[src/rtl/selector_arbiter_if.sv]
// rtl/selector_arbiter_if.sv - requester/selector bus shared by selector_arbiter and its requesters
//
// Purpose: bundles the two request/data sources and the arbitrated output
//          of selector_arbiter into one interface.
// Signals:
//   REQ_A, REQ_B     requests from source A / source B (level, held until done)
//   DATA_A, DATA_B   source data, WIDTH bits each
//   GNT_A, GNT_B     grant to A / B (never both high)
//   SEL              selector control, 1 selects A, 0 selects B
//   Q, Q_VALID       registered selected data and its valid flag
// Modports:
//   master  requester side (drives REQ/DATA, observes grants and output)
//   slave   arbiter side (observes REQ/DATA, drives grants and output)
interface selector_arbiter_if #(
  parameter int WIDTH = 1
);
  logic             REQ_A;
  logic             REQ_B;
  logic [WIDTH-1:0] DATA_A;
  logic [WIDTH-1:0] DATA_B;
  logic             GNT_A;
  logic             GNT_B;
  logic             SEL;
  logic [WIDTH-1:0] Q;
  logic             Q_VALID;

  modport master (
    output REQ_A, REQ_B, DATA_A, DATA_B,
    input  GNT_A, GNT_B, SEL, Q, Q_VALID
  );

  modport slave (
    input  REQ_A, REQ_B, DATA_A, DATA_B,
    output GNT_A, GNT_B, SEL, Q, Q_VALID
  );
endinterface

[src/rtl/selector_arbiter.sv]
// rtl/selector_arbiter.sv - two-requester round-robin arbiter driving a 2:1 data selector
//
// Purpose: decides which of sources A/B owns the shared output, drives the
//          selector SEL line and registers the selected data with a valid flag.
// Parameters:
//   WIDTH     data width of each source and of Q
//   HOLD_MAX  longest grant (in cycles) while the other side waits; >= 2
// Ports:
//   CLK       rising-edge clock
//   RST_N     synchronous active-low reset
//   bus       selector_arbiter_if.slave (REQ_A/B, DATA_A/B in; GNT_A/B, SEL, Q, Q_VALID out)
// Build option:
//   SELECTOR_TIMEOUT_EN  when defined, a hold counter forces a switch after
//                        HOLD_MAX contended cycles; when undefined a grant
//                        lasts as long as its request and HOLD_MAX is unused.
module selector_arbiter #(
  parameter int WIDTH    = 1,
  parameter int HOLD_MAX = 8
) (
  input logic               CLK,
  input logic               RST_N,
  selector_arbiter_if.slave bus
);

  typedef enum logic [1:0] {
    IDLE    = 2'd0,
    GRANT_A = 2'd1,
    GRANT_B = 2'd2
  } state_t;

  state_t           state_q;
  state_t           state_d;
  logic             last_a_q;     // 1: A was granted most recently, 0: B
  logic             sel_q;
  logic [WIDTH-1:0] q_q;
  logic             q_valid_q;
  logic             grant_entry;  // a new grant begins at the coming edge
  logic             timeout_hit;
  logic             req_a;
  logic             req_b;

  assign req_a = bus.REQ_A;
  assign req_b = bus.REQ_B;

`ifdef SELECTOR_TIMEOUT_EN
  localparam int               CNT_W    = $clog2(HOLD_MAX + 1);
  localparam logic [CNT_W-1:0] CNT_LAST = CNT_W'(HOLD_MAX - 1);

  logic [CNT_W-1:0] hold_cnt_q;
  logic             other_waiting;

  assign other_waiting = ((state_q == GRANT_A) && req_b) ||
                         ((state_q == GRANT_B) && req_a);

  // Only meaningful in a GRANT state; IDLE decisions never look at it.
  assign timeout_hit = req_a && req_b && (hold_cnt_q == CNT_LAST);

  // Counts cycles the non-owner has been kept waiting in the current grant.
  // It cannot pass CNT_LAST: at CNT_LAST with the other side waiting the
  // grant either times out or is released, and both restart the count.
  always_ff @(posedge CLK) begin
    if (!RST_N) begin
      hold_cnt_q <= '0;
    end else if (grant_entry) begin
      hold_cnt_q <= '0;
    end else if (other_waiting) begin
      hold_cnt_q <= hold_cnt_q + CNT_W'(1);
    end
  end
`else
  assign timeout_hit = 1'b0;

  // HOLD_MAX has no effect without the timeout logic.
  logic unused_hold_max;
  assign unused_hold_max = (HOLD_MAX >= 2);
`endif

  // State register.
  always_ff @(posedge CLK) begin
    if (!RST_N) begin
      state_q <= IDLE;
    end else begin
      state_q <= state_d;
    end
  end

  // Next-state decision. A release hands straight over to a waiting
  // requester so the output never idles while someone is asking.
  always_comb begin
    state_d     = state_q;
    grant_entry = 1'b0;
    case (state_q)
      IDLE: begin
        if (req_a && req_b) begin
          state_d = last_a_q ? GRANT_B : GRANT_A;
        end else if (req_a) begin
          state_d = GRANT_A;
        end else if (req_b) begin
          state_d = GRANT_B;
        end
      end
      GRANT_A: begin
        if (!req_a) begin
          state_d = req_b ? GRANT_B : IDLE;
        end else if (timeout_hit) begin
          state_d = GRANT_B;
        end
      end
      GRANT_B: begin
        if (!req_b) begin
          state_d = req_a ? GRANT_A : IDLE;
        end else if (timeout_hit) begin
          state_d = GRANT_A;
        end
      end
      default: state_d = IDLE;
    endcase
    grant_entry = (state_d != IDLE) && (state_d != state_q);
  end

  // Grant bookkeeping and datapath. SEL moves only when a new grant starts,
  // so it keeps its last value through IDLE. Q loads only while a grant is
  // active, which leaves it unchanged whenever Q_VALID is low.
  always_ff @(posedge CLK) begin
    if (!RST_N) begin
      last_a_q  <= 1'b0;
      sel_q     <= 1'b0;
      q_q       <= '0;
      q_valid_q <= 1'b0;
    end else begin
      if (grant_entry) begin
        last_a_q <= (state_d == GRANT_A);
        sel_q    <= (state_d == GRANT_A);
      end
      if (state_q != IDLE) begin
        q_q <= sel_q ? bus.DATA_A : bus.DATA_B;
      end
      q_valid_q <= (state_q != IDLE);
    end
  end

  assign bus.GNT_A   = (state_q == GRANT_A);
  assign bus.GNT_B   = (state_q == GRANT_B);
  assign bus.SEL     = sel_q;
  assign bus.Q       = q_q;
  assign bus.Q_VALID = q_valid_q;

endmodule
[src/flat_wrapper.sv]
// flat-port wrapper written by rule: the top's interface ports become plain ports
module selector_arbiter_flat 
#(
  parameter int WIDTH    = 1,
  parameter int HOLD_MAX = 8
)
  (CLK, RST_N, bus_REQ_A, bus_REQ_B, bus_DATA_A, bus_DATA_B, bus_GNT_A, bus_GNT_B, bus_SEL, bus_Q, bus_Q_VALID);
  selector_arbiter_if #(.WIDTH(WIDTH)) bus_i ();
  input logic CLK;
  input logic RST_N;
  input wire logic [$bits(bus_i.REQ_A)-1:0] bus_REQ_A;
  input wire logic [$bits(bus_i.REQ_B)-1:0] bus_REQ_B;
  input wire logic [$bits(bus_i.DATA_A)-1:0] bus_DATA_A;
  input wire logic [$bits(bus_i.DATA_B)-1:0] bus_DATA_B;
  output wire logic [$bits(bus_i.GNT_A)-1:0] bus_GNT_A;
  output wire logic [$bits(bus_i.GNT_B)-1:0] bus_GNT_B;
  output wire logic [$bits(bus_i.SEL)-1:0] bus_SEL;
  output wire logic [$bits(bus_i.Q)-1:0] bus_Q;
  output wire logic [$bits(bus_i.Q_VALID)-1:0] bus_Q_VALID;
  assign bus_i.REQ_A = bus_REQ_A;
  assign bus_i.REQ_B = bus_REQ_B;
  assign bus_i.DATA_A = bus_DATA_A;
  assign bus_i.DATA_B = bus_DATA_B;
  assign bus_GNT_A = bus_i.GNT_A;
  assign bus_GNT_B = bus_i.GNT_B;
  assign bus_SEL = bus_i.SEL;
  assign bus_Q = bus_i.Q;
  assign bus_Q_VALID = bus_i.Q_VALID;
  selector_arbiter #(.WIDTH(WIDTH), .HOLD_MAX(HOLD_MAX)) u_core (.CLK(CLK), .RST_N(RST_N), .bus(bus_i));
endmodule
[config.mk]
export PLATFORM = sky130hd
export DESIGN_NAME = selector_arbiter_flat
export DESIGN_NICKNAME = d
export VERILOG_FILES = /design/src/rtl/selector_arbiter_if.sv /design/src/rtl/selector_arbiter.sv /design/src/flat_wrapper.sv
export SDC_FILE = /design/constraint.sdc
export NUM_CORES = 1
export LEC_CHECK = 0
export BUFFER_PORTS_ARGS = -buffer_cell sky130_fd_sc_hd__buf_2
export CORE_AREA = 2 2 39 41
export CTS_CLUSTER_SIZE = 16
export DETAILED_ROUTE_END_ITERATION = 8
export DIE_AREA = 0 0 41 43
export SLEW_MARGIN = 30
export SYNTH_ARGS = -nofsm -noshare
export SYNTH_HDL_FRONTEND = slang
export SYNTH_SLANG_ARGS = --single-unit
[constraint.sdc]
create_clock -name CLK -period 1.4 [get_ports CLK]
set_clock_uncertainty 0.15 [all_clocks]
set_input_delay 0.07 -clock CLK [delete_from_list [all_inputs] [get_ports CLK]]
set_output_delay 0.07 -clock CLK [all_outputs]
set_load 0.01 [all_outputs]
==> results.cfg <==
[worst_setup_path]
crit_path_cell_trace = and2b_1 -> buf_2
crit_path_max_fanout = 9
crit_path_top_delay_cell = dfxtp_1
worstPathArrival_ps = 1070
critPathLaunchType = flip-flop
cp.required_ps = 1180
crit_path_end_kind = output port
cp_num_buf_inv = 1
crit_family = flip-flops
r2r_setup_slack_ps = 220
max_stage_delay_ps = 490
criticalPathCategory = flip-flop to output port

[pwr]
clkPwrFrac = 0.407
leakage_uw = 0.000166
switching_power_uw = 91.2
p_int_uw = 299
p_comb_frac = 0.157
irDropWorstVdd_uv = 388
p_seq_frac = 0.436
powerDensity_nw_per_um2 = 1140
swShare = 0.234

[sta]
setup_slack_ps = 113
period_minus_slack_ps = 1290
setup_violations = 0
rsz0062_at_grt = false
drv_slew = 0
fin_tns_setup_ps = 0
hold_violations = 0
min_period_over_period = 0.919
max_slew_margin = 0.780
worst_pin_slew_ps = 329
max_freq_ghz = 0.777

[finish]
final_common_cell = buf_2
design_area_um2 = 342
drive_gt1_frac = 0.359
diodes = 0
finish.net_count = 46
fill_cells = 150
mostFrequentLayoutCells = buf_2, dfxtp_1, clkbuf_4, dlygate4sd3_1
area_delta_synth_final_pct = 46.0

[route]
via_count = 220
wl_per_cell_um = 9.02
dr_wl_met3_um = 37
wl_met1_um = 239
antenna_left = 0
highest_layer = met3
routed_wl_um = 496
drt_iter0_markers = 5
wl_met2_um = 219
first_pass_iters = 2
drc = 0
viasPerCell = 4.00

[grt]
grt_overflow = 0
grt_pass1_vias = 183
grt_usage = 0.0663
antenna_found_initial = 0
grt_max_degree = 11
grt_pass1_wl_um = 717

[placement]
dpl_worst_slack_ps = 234
postPlaceCellArea_um2 = 285
io_buffer_count = 10
gp_congestion = 0.629
dp.final_hpwl_um = 359

[floorplanning]
dieArea_um2 = 1760
die_h_um = 43
rows = 14
die_x_um = 41
num_io_pins = 11
start_util = 0.169
core_um2 = 1380

[clock_tree]
clockRootBuffer = clkbuf_4
cts_made_buffers = 3
clk_pin_slew_ps = 40
clkSinkCount = 5
htree_levels = 1
worstSkewPairLatency_ps = 230
cts_resized = 0
cts.path.max_buffers = 2
cts_tree = built

[synthesis]
ys_ff_latch = 5
syn-num-nets = 30
synth_area_per_cell_um2 = 9.75
syn-cell-area_um2 = 234
ys_types = 17
ys_seq_area_frac = 0.428
syn_inst = 24
ys_warn_count = 0

[job]
max-cap-violations = 0

[worst_hold_path]
hp-class = input pin to flip-flop

[status]
status = complete, no violations
metal layers:
| layer | track usage | vias up |
|---|---|---|
| li1 | - | 115 |
| met4 | 0.0400 | 0 |
| met3 | 0.0628 | 0 |
| met2 | 0.0750 | 8 |
| met5 | 0 | - |
| met1 | 0.0772 | 97 |
cells by family (layout without fill, tap and decap cells):
kind of cell / count (synthesis) / after routing / synth area share
AOI/OAI and AO/OA: 8 / 8 / 0.241
buffers and inverters: 3 / 18 / 0.0962
DFF: 5 / 5 / 0.428
muxes: 1 / 1 / 0.0428
and+or+nand+nor: 7 / 7 / 0.193
registers in the layout, indices dropped and copies added, names as in the netlist:
signal and count:
u_core.bus.Q_VALID 1, u_core.state_q 2, u_core.bus.Q 1, u_core.last_a_q 1
power by group through the flow:
stage	Combinational (uW)	Sequential, uW	Clock, uW
after floorplan	41.2	167	0
after global placement	54.2	172	0
after detailed placement	55.3	172	0
after CTS	61.7	170	170
after global routing	67.6	171	176
final	61.2	170	159
through the flow:
step	power (uW)	utilization	instances	hold WS, ps
after floorplan	208	-	24	37.5
after global placement	226	0.206	48	182
after detailed placement	227	0.206	48	185
after CTS	401	0.247	55	47.4
after global routing	415	0.247	55	86.2
final	390	0.247	55	55.3
cell type report:
| type | instances | area [um^2] | area share |
|---|---|---|---|
| Clock buffer | 4 | 26.3 | 0.0769 |
| Inverter | 1 | 3.75 | 0.0110 |
| Multi-Input combinational cell | 16 | 111 | 0.326 |
| Sequential cell | 5 | 100 | 0.293 |
| Tap cell | 16 | 20.0 | 0.0586 |
| Timing Repair Buffer | 13 | 80.1 | 0.234 |
worst paths after layout:
| check | startpoint | end | cells past startpoint |
|---|---|---|---|
| max | u_core.state_q[1] | bus_GNT_A | 2 |
| max reg2reg | u_core.state_q[1] | u_core.last_a_q | 3 |
| min | bus_DATA_B | u_core.bus.Q | 4 |
| min reg2reg | u_core.bus.Q | u_core.bus.Q | 1 |
what timing repair did:
| action | 4_1_cts | 5_1_grt |
|---|---|---|
| buffers inserted | 0 | 0 |
| setup endpoints to repair | 0 | 0 |
| endpoints found under the hold margin | 5 | 0 |
| hold buffers | 3 | 0 |
synth_stat cells, drive strengths merged:
cell    n  area share
dfxtp   5        0.43
inv     1       0.016
o311a   1       0.043
o21a    1       0.032
buf     2       0.080
nand2b  1       0.027
a21boi  1       0.032
o22ai   2       0.053
and2b   1       0.032
nor2b   2       0.053
and3    2       0.053
o21ai   2       0.043
nor2    1       0.027
o311ai  1       0.037
mux2i   1       0.043
worst reg2reg max path: stages (launching register included):
cell and delay [ps]:
dfxtp_1 490, nor2_2 70, o311ai_1 240, a21boi_1 110
No activity file was read; power rests on OpenSTA's default activity.
